`config.mk`:
```
export PLATFORM = sky130hd
export DESIGN_NAME = pool_vector_unit
export DESIGN_NICKNAME = d
export VERILOG_FILES = /design/src/rtl/pool_vector_unit.sv
export SDC_FILE = /design/constraint.sdc
export NUM_CORES = 2
export LEC_CHECK = 0
export ABC_AREA = 1
export BUFFER_PORTS_ARGS = -buffer_cell sky130_fd_sc_hd__buf_2
export CORE_MARGIN = 5
export CORE_UTILIZATION = 25
export DETAILED_ROUTE_END_ITERATION = 8
export SETUP_SLACK_MARGIN = 0.02
export SLEW_MARGIN = 25
export SYNTH_ARGS = -nofsm -noshare
export SYNTH_HDL_FRONTEND = slang
export SYNTH_SLANG_ARGS = --single-unit
export TNS_END_PERCENT = 1
```
`constraint.sdc`:
```
create_clock -name clk -period 3.3 [get_ports clk]
set_input_delay 0.825 -clock clk [delete_from_list [all_inputs] [get_ports clk]]
set_output_delay 0.825 -clock clk [all_outputs]
set_load 0.005 [all_outputs]
```
`src/rtl/pool_vector_unit.sv`:
```
// ---------------------------------------------------------------------------
// pool_vector_unit
//
// Purpose:
//   Pools a stream of LANES-wide vectors into one result vector per window.
//   A window is a run of accepted beats closed by a beat with op_din_eop.
//   Max pooling keeps the signed maximum of each lane. Average pooling keeps
//   a per-lane sum, scales it by avg_scale (Q fractional bits), rounds it and
//   saturates it to DIN_W. An optional RELU clamp is applied last.
//   Results pass through a 2-stage pipeline into a 2-entry output FIFO.
//
// Configuration macro:
//   POOL_AVG_EN - when defined, builds the average path (sum registers,
//                 multiplier, rounding, saturation, op_sat). When undefined,
//                 mode and avg_scale are ignored, only max pooling is done
//                 and op_sat is tied low.
//
// Ports:
//   clk          in   single rising-edge clock
//   rst          in   asynchronous active-low reset
//   mode         in   0 = max pooling, 1 = average pooling (first beat)
//   avg_scale    in   unsigned reciprocal of window size, Q fractional bits
//   op_din_en    in   input beat valid
//   op_din_eop   in   last beat of the current window
//   op_din       in   LANES x DIN_W lane data, lane i at [i*DIN_W +: DIN_W]
//   op_din_rdy   out  block can accept a beat
//   op_dout_en   out  result valid (FIFO head)
//   op_dout_rdy  in   downstream accepts the result
//   op_dout      out  pooled result, same lane packing as op_din
//   op_sat       out  sticky average-mode saturation flag
// ---------------------------------------------------------------------------
module pool_vector_unit #(
    parameter int LANES = 32,
    parameter int DIN_W = 16,
    parameter int Q     = 13,
    parameter int ACC_W = DIN_W + 8,
    parameter int RELU  = 0
) (
    input  logic                   clk,
    input  logic                   rst,
    input  logic                   mode,
    input  logic [DIN_W-1:0]       avg_scale,
    input  logic                   op_din_en,
    input  logic                   op_din_eop,
    input  logic [LANES*DIN_W-1:0] op_din,
    output logic                   op_din_rdy,
    output logic                   op_dout_en,
    input  logic                   op_dout_rdy,
    output logic [LANES*DIN_W-1:0] op_dout,
    output logic                   op_sat
);

    localparam int DW = LANES * DIN_W;

    logic          w_accept;
    logic          w_pop;
    logic          r_live;
    logic          r_first;
    logic          r_s1_valid;
    logic          r_s2_valid;
    logic [DW-1:0] w_s2_data;
    logic [DW-1:0] r_s2_data;
    logic [DW-1:0] r_fifo [2];
    logic          r_wr_ptr;
    logic          r_rd_ptr;
    logic [1:0]    r_count;
    logic [2:0]    w_occ;

    assign w_accept = op_din_en & op_din_rdy;
    assign w_pop    = op_dout_en & op_dout_rdy;

    // Stage 1 is the accumulator bank itself: after the eop beat the
    // accumulators hold the finished window for one cycle, which is exactly
    // when stage 2 samples them, so a new window may start right away.
    always_ff @(posedge clk or negedge rst) begin
        if (!rst) begin
            r_live     <= 1'b0;
            r_first    <= 1'b1;
            r_s1_valid <= 1'b0;
            r_s2_valid <= 1'b0;
        end else begin
            r_live     <= 1'b1;
            if (w_accept) begin
                r_first <= op_din_eop;
            end
            r_s1_valid <= w_accept & op_din_eop;
            r_s2_valid <= r_s1_valid;
        end
    end

`ifdef POOL_AVG_EN
    localparam int PW = ACC_W + DIN_W + 1;
    localparam logic signed [PW-1:0] ROUND_K = PW'(1) << (Q - 1);

    logic             r_mode;
    logic [DIN_W-1:0] r_scale;
    logic [LANES-1:0] w_lane_sat;
    logic             r_sat;

    // Mode is captured on the first beat of a window and the scale on its
    // eop beat; both are then stable while stage 2 consumes the window.
    always_ff @(posedge clk or negedge rst) begin
        if (!rst) begin
            r_mode  <= 1'b0;
            r_scale <= '0;
            r_sat   <= 1'b0;
        end else begin
            if (w_accept && r_first) begin
                r_mode <= mode;
            end
            if (w_accept && op_din_eop) begin
                r_scale <= avg_scale;
            end
            if (r_s1_valid && (|w_lane_sat)) begin
                r_sat <= 1'b1;
            end
        end
    end

    assign op_sat = r_sat;
`else
    logic w_unused_cfg;
    assign w_unused_cfg = ^{mode, avg_scale, ACC_W[0], Q[0]};
    assign op_sat       = 1'b0;
`endif

    for (genvar g = 0; g < LANES; g++) begin : g_lane
        logic signed [DIN_W-1:0] w_din;
        logic signed [DIN_W-1:0] r_max;
        logic signed [DIN_W-1:0] w_max_next;
        logic signed [DIN_W-1:0] w_pre;
        logic signed [DIN_W-1:0] w_res;

        assign w_din      = op_din[g*DIN_W +: DIN_W];
        assign w_max_next = (r_first || (w_din > r_max)) ? w_din : r_max;

        // Max register: loaded on a first beat, otherwise keeps the maximum.
        always_ff @(posedge clk or negedge rst) begin
            if (!rst) begin
                r_max <= '0;
            end else if (w_accept) begin
                r_max <= w_max_next;
            end
        end

`ifdef POOL_AVG_EN
        logic signed [ACC_W-1:0] r_sum;
        logic signed [ACC_W-1:0] w_din_ext;
        logic signed [ACC_W-1:0] w_sum_next;
        logic signed [PW-1:0]    w_prod;
        logic signed [PW-1:0]    w_rnd;
        logic signed [PW-1:0]    w_shr;
        logic                    w_pos_sat;
        logic                    w_neg_sat;
        logic signed [DIN_W-1:0] w_avg;

        assign w_din_ext  = {{(ACC_W-DIN_W){w_din[DIN_W-1]}}, w_din};
        assign w_sum_next = r_first ? w_din_ext : (r_sum + w_din_ext);

        // Sum register wraps naturally at ACC_W bits.
        always_ff @(posedge clk or negedge rst) begin
            if (!rst) begin
                r_sum <= '0;
            end else if (w_accept) begin
                r_sum <= w_sum_next;
            end
        end

        assign w_prod    = PW'(r_sum) * PW'($signed({1'b0, r_scale}));
        assign w_rnd     = w_prod + ROUND_K;
        assign w_shr     = w_rnd >>> Q;
        assign w_pos_sat = !w_shr[PW-1] && (|w_shr[PW-2:DIN_W-1]);
        assign w_neg_sat = w_shr[PW-1] && !(&w_shr[PW-2:DIN_W-1]);

        // Clamp the rounded average into the signed DIN_W range.
        always_comb begin
            w_avg = w_shr[DIN_W-1:0];
            if (w_pos_sat) begin
                w_avg = {1'b0, {(DIN_W-1){1'b1}}};
            end else if (w_neg_sat) begin
                w_avg = {1'b1, {(DIN_W-1){1'b0}}};
            end
        end

        assign w_pre         = r_mode ? w_avg : r_max;
        assign w_lane_sat[g] = r_mode & (w_pos_sat | w_neg_sat);
`else
        assign w_pre = r_max;
`endif

        assign w_res = ((RELU != 0) && w_pre[DIN_W-1]) ? '0 : w_pre;
        assign w_s2_data[g*DIN_W +: DIN_W] = w_res;
    end

    // Stage 2 holds the finished, clamped result vector.
    always_ff @(posedge clk or negedge rst) begin
        if (!rst) begin
            r_s2_data <= '0;
        end else if (r_s1_valid) begin
            r_s2_data <= w_s2_data;
        end
    end

    // Output FIFO: stage 2 always has a free slot waiting for it because
    // input acceptance is throttled on total occupancy.
    always_ff @(posedge clk or negedge rst) begin
        if (!rst) begin
            r_fifo[0] <= '0;
            r_fifo[1] <= '0;
            r_wr_ptr  <= 1'b0;
            r_rd_ptr  <= 1'b0;
            r_count   <= 2'd0;
        end else begin
            if (r_s2_valid) begin
                r_fifo[r_wr_ptr] <= r_s2_data;
                r_wr_ptr         <= ~r_wr_ptr;
            end
            if (w_pop) begin
                r_rd_ptr <= ~r_rd_ptr;
            end
            r_count <= r_count + {1'b0, r_s2_valid} - {1'b0, w_pop};
        end
    end

    assign w_occ      = 3'(r_count) + 3'(r_s1_valid) + 3'(r_s2_valid);
    assign op_din_rdy = r_live && (w_occ < 3'd2);
    assign op_dout_en = (r_count != 2'd0);
    assign op_dout    = op_dout_en ? r_fifo[r_rd_ptr] : '0;

endmodule
```
==> flow_metrics.tcl <==
set metrics [dict create \
    status "finished, violations left" \
    violations "negative setup slack" \
    crit_top_cell "buf_16" \
    syn_area_per_cell_um2 8.22 \
    critPathArrivalTime_ns 2.69 \
    r2r_cells 10 \
    netlist_top_cells_area "dfrtp_1, nand2_1, o21ai_0" \
    tightestPinTransition_ns 1.02 \
    die-area_mm2 0.403 \
    start_util_pct 25.1 \
    multi_input_comb_area_mm2 0.0402 \
    path_max_fanout 46 \
    drive_above_1_share_pct 16.5 \
    fin_nets 13900 \
    crit_type "flip-flop to primary output" \
    fin_util_pct 31.0 \
    drt_iter0_drc 5776 \
    fillers 41000 \
    die-height_um 635 \
    whs_ns 0.152 \
    cts.sinks 2056 \
    drc 0 \
    peakVddDrop_mv 0.576 \
    fmax_ghz 0.284 \
    cts_tree "done" \
    core_area_mm2 0.389 \
    regArea_mm2 0.0515 \
    dieWidth_um 635 \
    slew-limit-headroom_pct 32.0 \
    finalHoldViolCount 0 \
    slowest_delay_ns 0.42 \
    clk_latency_ns 0.92 \
    start_kind "flip-flop" \
    num_vias 81100 \
    wl_per_cell_um 17.6 \
    via_per_inst 4.44 \
    drt_wl_total_mm 322 \
    fin_skew_ns 0.0554 \
    grt-ovfl-total 0 \
    grt_start_max_net_pins 189 \
    power_mw 114 \
    fin_crit_ns 3.52 \
    ant_nets 0 \
    ff2ff_setup_slack_ns 0.71 \
    syn_to_final_growth_pct 23.7 \
    rsz0062_at_grt "yes" \
    clock_tree.htree_level_count 4 \
    layout_commonest_cell "nand2_1" \
    cap_violations 0 \
    io-pin-count 1049 \
    cts.path.max_buffers 4 \
    setup-violations-final 321 \
    ys_seq_area_share_pct 52.7 \
    min_path_cells 3 \
    synth_top_area_cell "dfrtp_1" \
    root_buffer "clkbuf_16" \
    cp_slowest_cell "dfrtp_1" \
    grt_pass1_wl_mm 477 \
    hpwlAfterDp_mm 226 \
    grt_pass1_vias 77500 \
    cp_cell_sequence "nor2_4 -> buf_16 -> buf_16 -> a21oi_1 -> buf_2" \
    synth_cell_types 34 \
    power_leakage_nw 59.0 \
    clk_pin_slew_ns 0.06 \
    final_cell_mix "nand2_1, dfrtp_1, o21ai_0, inv_1, buf_2" \
    place.gp.congestion 0.864 \
    first_pass_iters 6 \
    hold_path.class "input port to flip-flop" \
    grt_usage_pct 15.1 \
    netlist_area_mm2 0.0976 \
    antenna_found_initial 139 \
    row_count 229 \
    fin_crit_sh_pct 107 \
    final-max-slew-violation-count 0 \
    setup_tns_ns -19.11 \
    syn_nets 12900 \
    numPortBuffers 1030 \
    cts_buffers 234 \
    postSynthCellCount 11900 \
    synth_top_area_share_pct 52.7 \
    required_ns 2.47 \
    p_per_area_mw_per_mm2 944 \
    synth_warnings 0 \
    setup_ws_ns -0.218 \
    synth-seq-cells 2056 \
    end_kind "primary output" \
]
power by group:
part	switching (mW)	internal (mW)	total [mW]
combinational	27.5	16.2	43.8
sequential	6.39	36.4	42.8
clock	11.2	16.2	27.4
total	45.1	68.9	114
final cells by class:
class | instances | area share, %
Antenna cell | 64 | 0.133
Clock buffer | 322 | 5.54
Clock inverter | 104 | 1.20
Inverter | 1268 | 3.96
Multi-Input combinational cell | 7917 | 33.3
Sequential cell | 2056 | 42.6
Tap cell | 5197 | 5.39
Timing Repair Buffer | 1343 | 7.87
Yosys cell counts (all sizes together):
cell,count
nand2,4244
dfrtp,2055
o21ai,1589
inv,1268
a21oi,692
nand3,625
ha,515
clkbuf,422
buf,216
nor2,173
a21o,22
o21bai,14
nand4,13
o21a,11
nor4,10
conb,2
nor3,2
xnor2,2
dfstp,1
nor3b,1
or2,1
xor2,1
kinds of logic after synthesis:
kind of cell / Yosys count / share of synthesized area [%]
and+or+nand+nor: 5069 / 20.7
AOI/OAI and AO/OA: 2328 / 12.1
buffers and inverters: 1906 / 7.85
DFF: 2056 / 52.7
xor gates and xnor gates: 3 / 0.0269
other: 2 / 0.00770
adders and majority gates: 515 / 6.60
state kept, by name, indices dropped and copies added, names as in the netlist:
name and flops:
r_rd_ptr 1, r_first 1, r_s2_valid 1, r_s2_data 512
r_fifo 1024, r_count 2, r_wr_ptr 1, r_live 1
r_s1_valid 1, g_lane.r_max 512
critical path, delay by kind of cell, from the launching register on:
family	cells	cell delay, ns
buf+inv	3	0.71
simple gates	1	0.09
compound gates	1	0.34
flops	1	0.42
metal layers:
layer  part of all wire, %  wire, um  global-route usage, %
met1                    43    137000                   19.4
met2                    47    150000                   25.0
met3                   7.0     22400                   3.33
met4                   3.7     11800                   5.23
met5                  0.14       448                      0
through the flow:
step,std cells,setup slack (ns),instance area [um^2]
floorplan,11900,1.01,97600
global placement,17700,0.228,109000
detailed placement,17700,0.259,109000
CTS,18200,-0.325,119000
global route,18200,-0.255,121000
finish,18300,-0.218,121000
worst paths after layout:
kind | from | end
worst max-delay path | r_count[1]$_DFF_PN0_ | op_dout[460]
worst min-delay path | op_din[402] | g_lane[25].r_max[2]$_DFFE_PN0P_
worst max register to register | r_count[1]$_DFF_PN0_ | r_count[1]$_DFF_PN0_
worst min register to register | r_fifo[383]$_DFFE_PN0P_ | r_fifo[383]$_DFFE_PN0P_
max in group asynchronous | rst | g_lane[18].r_max[13]$_DFFE_PN0P_
min in group asynchronous | rst | r_s2_data[6]$_DFFE_PN0P_
timing repair:
| action | 4_1_cts | 5_1_grt |
|---|---|---|
| gates cloned | 4 | 15 |
| gates resized for setup | 397 | 175 |
| hold endpoints to repair | 11 | 0 |
| setup endpoints to repair | 510 | 513 |
| hold buffers | 1 | 0 |
| pin swaps | 4 | 17 |
| setup buffers | 0 | 17 |
No activity file was read; power rests on OpenSTA's default activity.
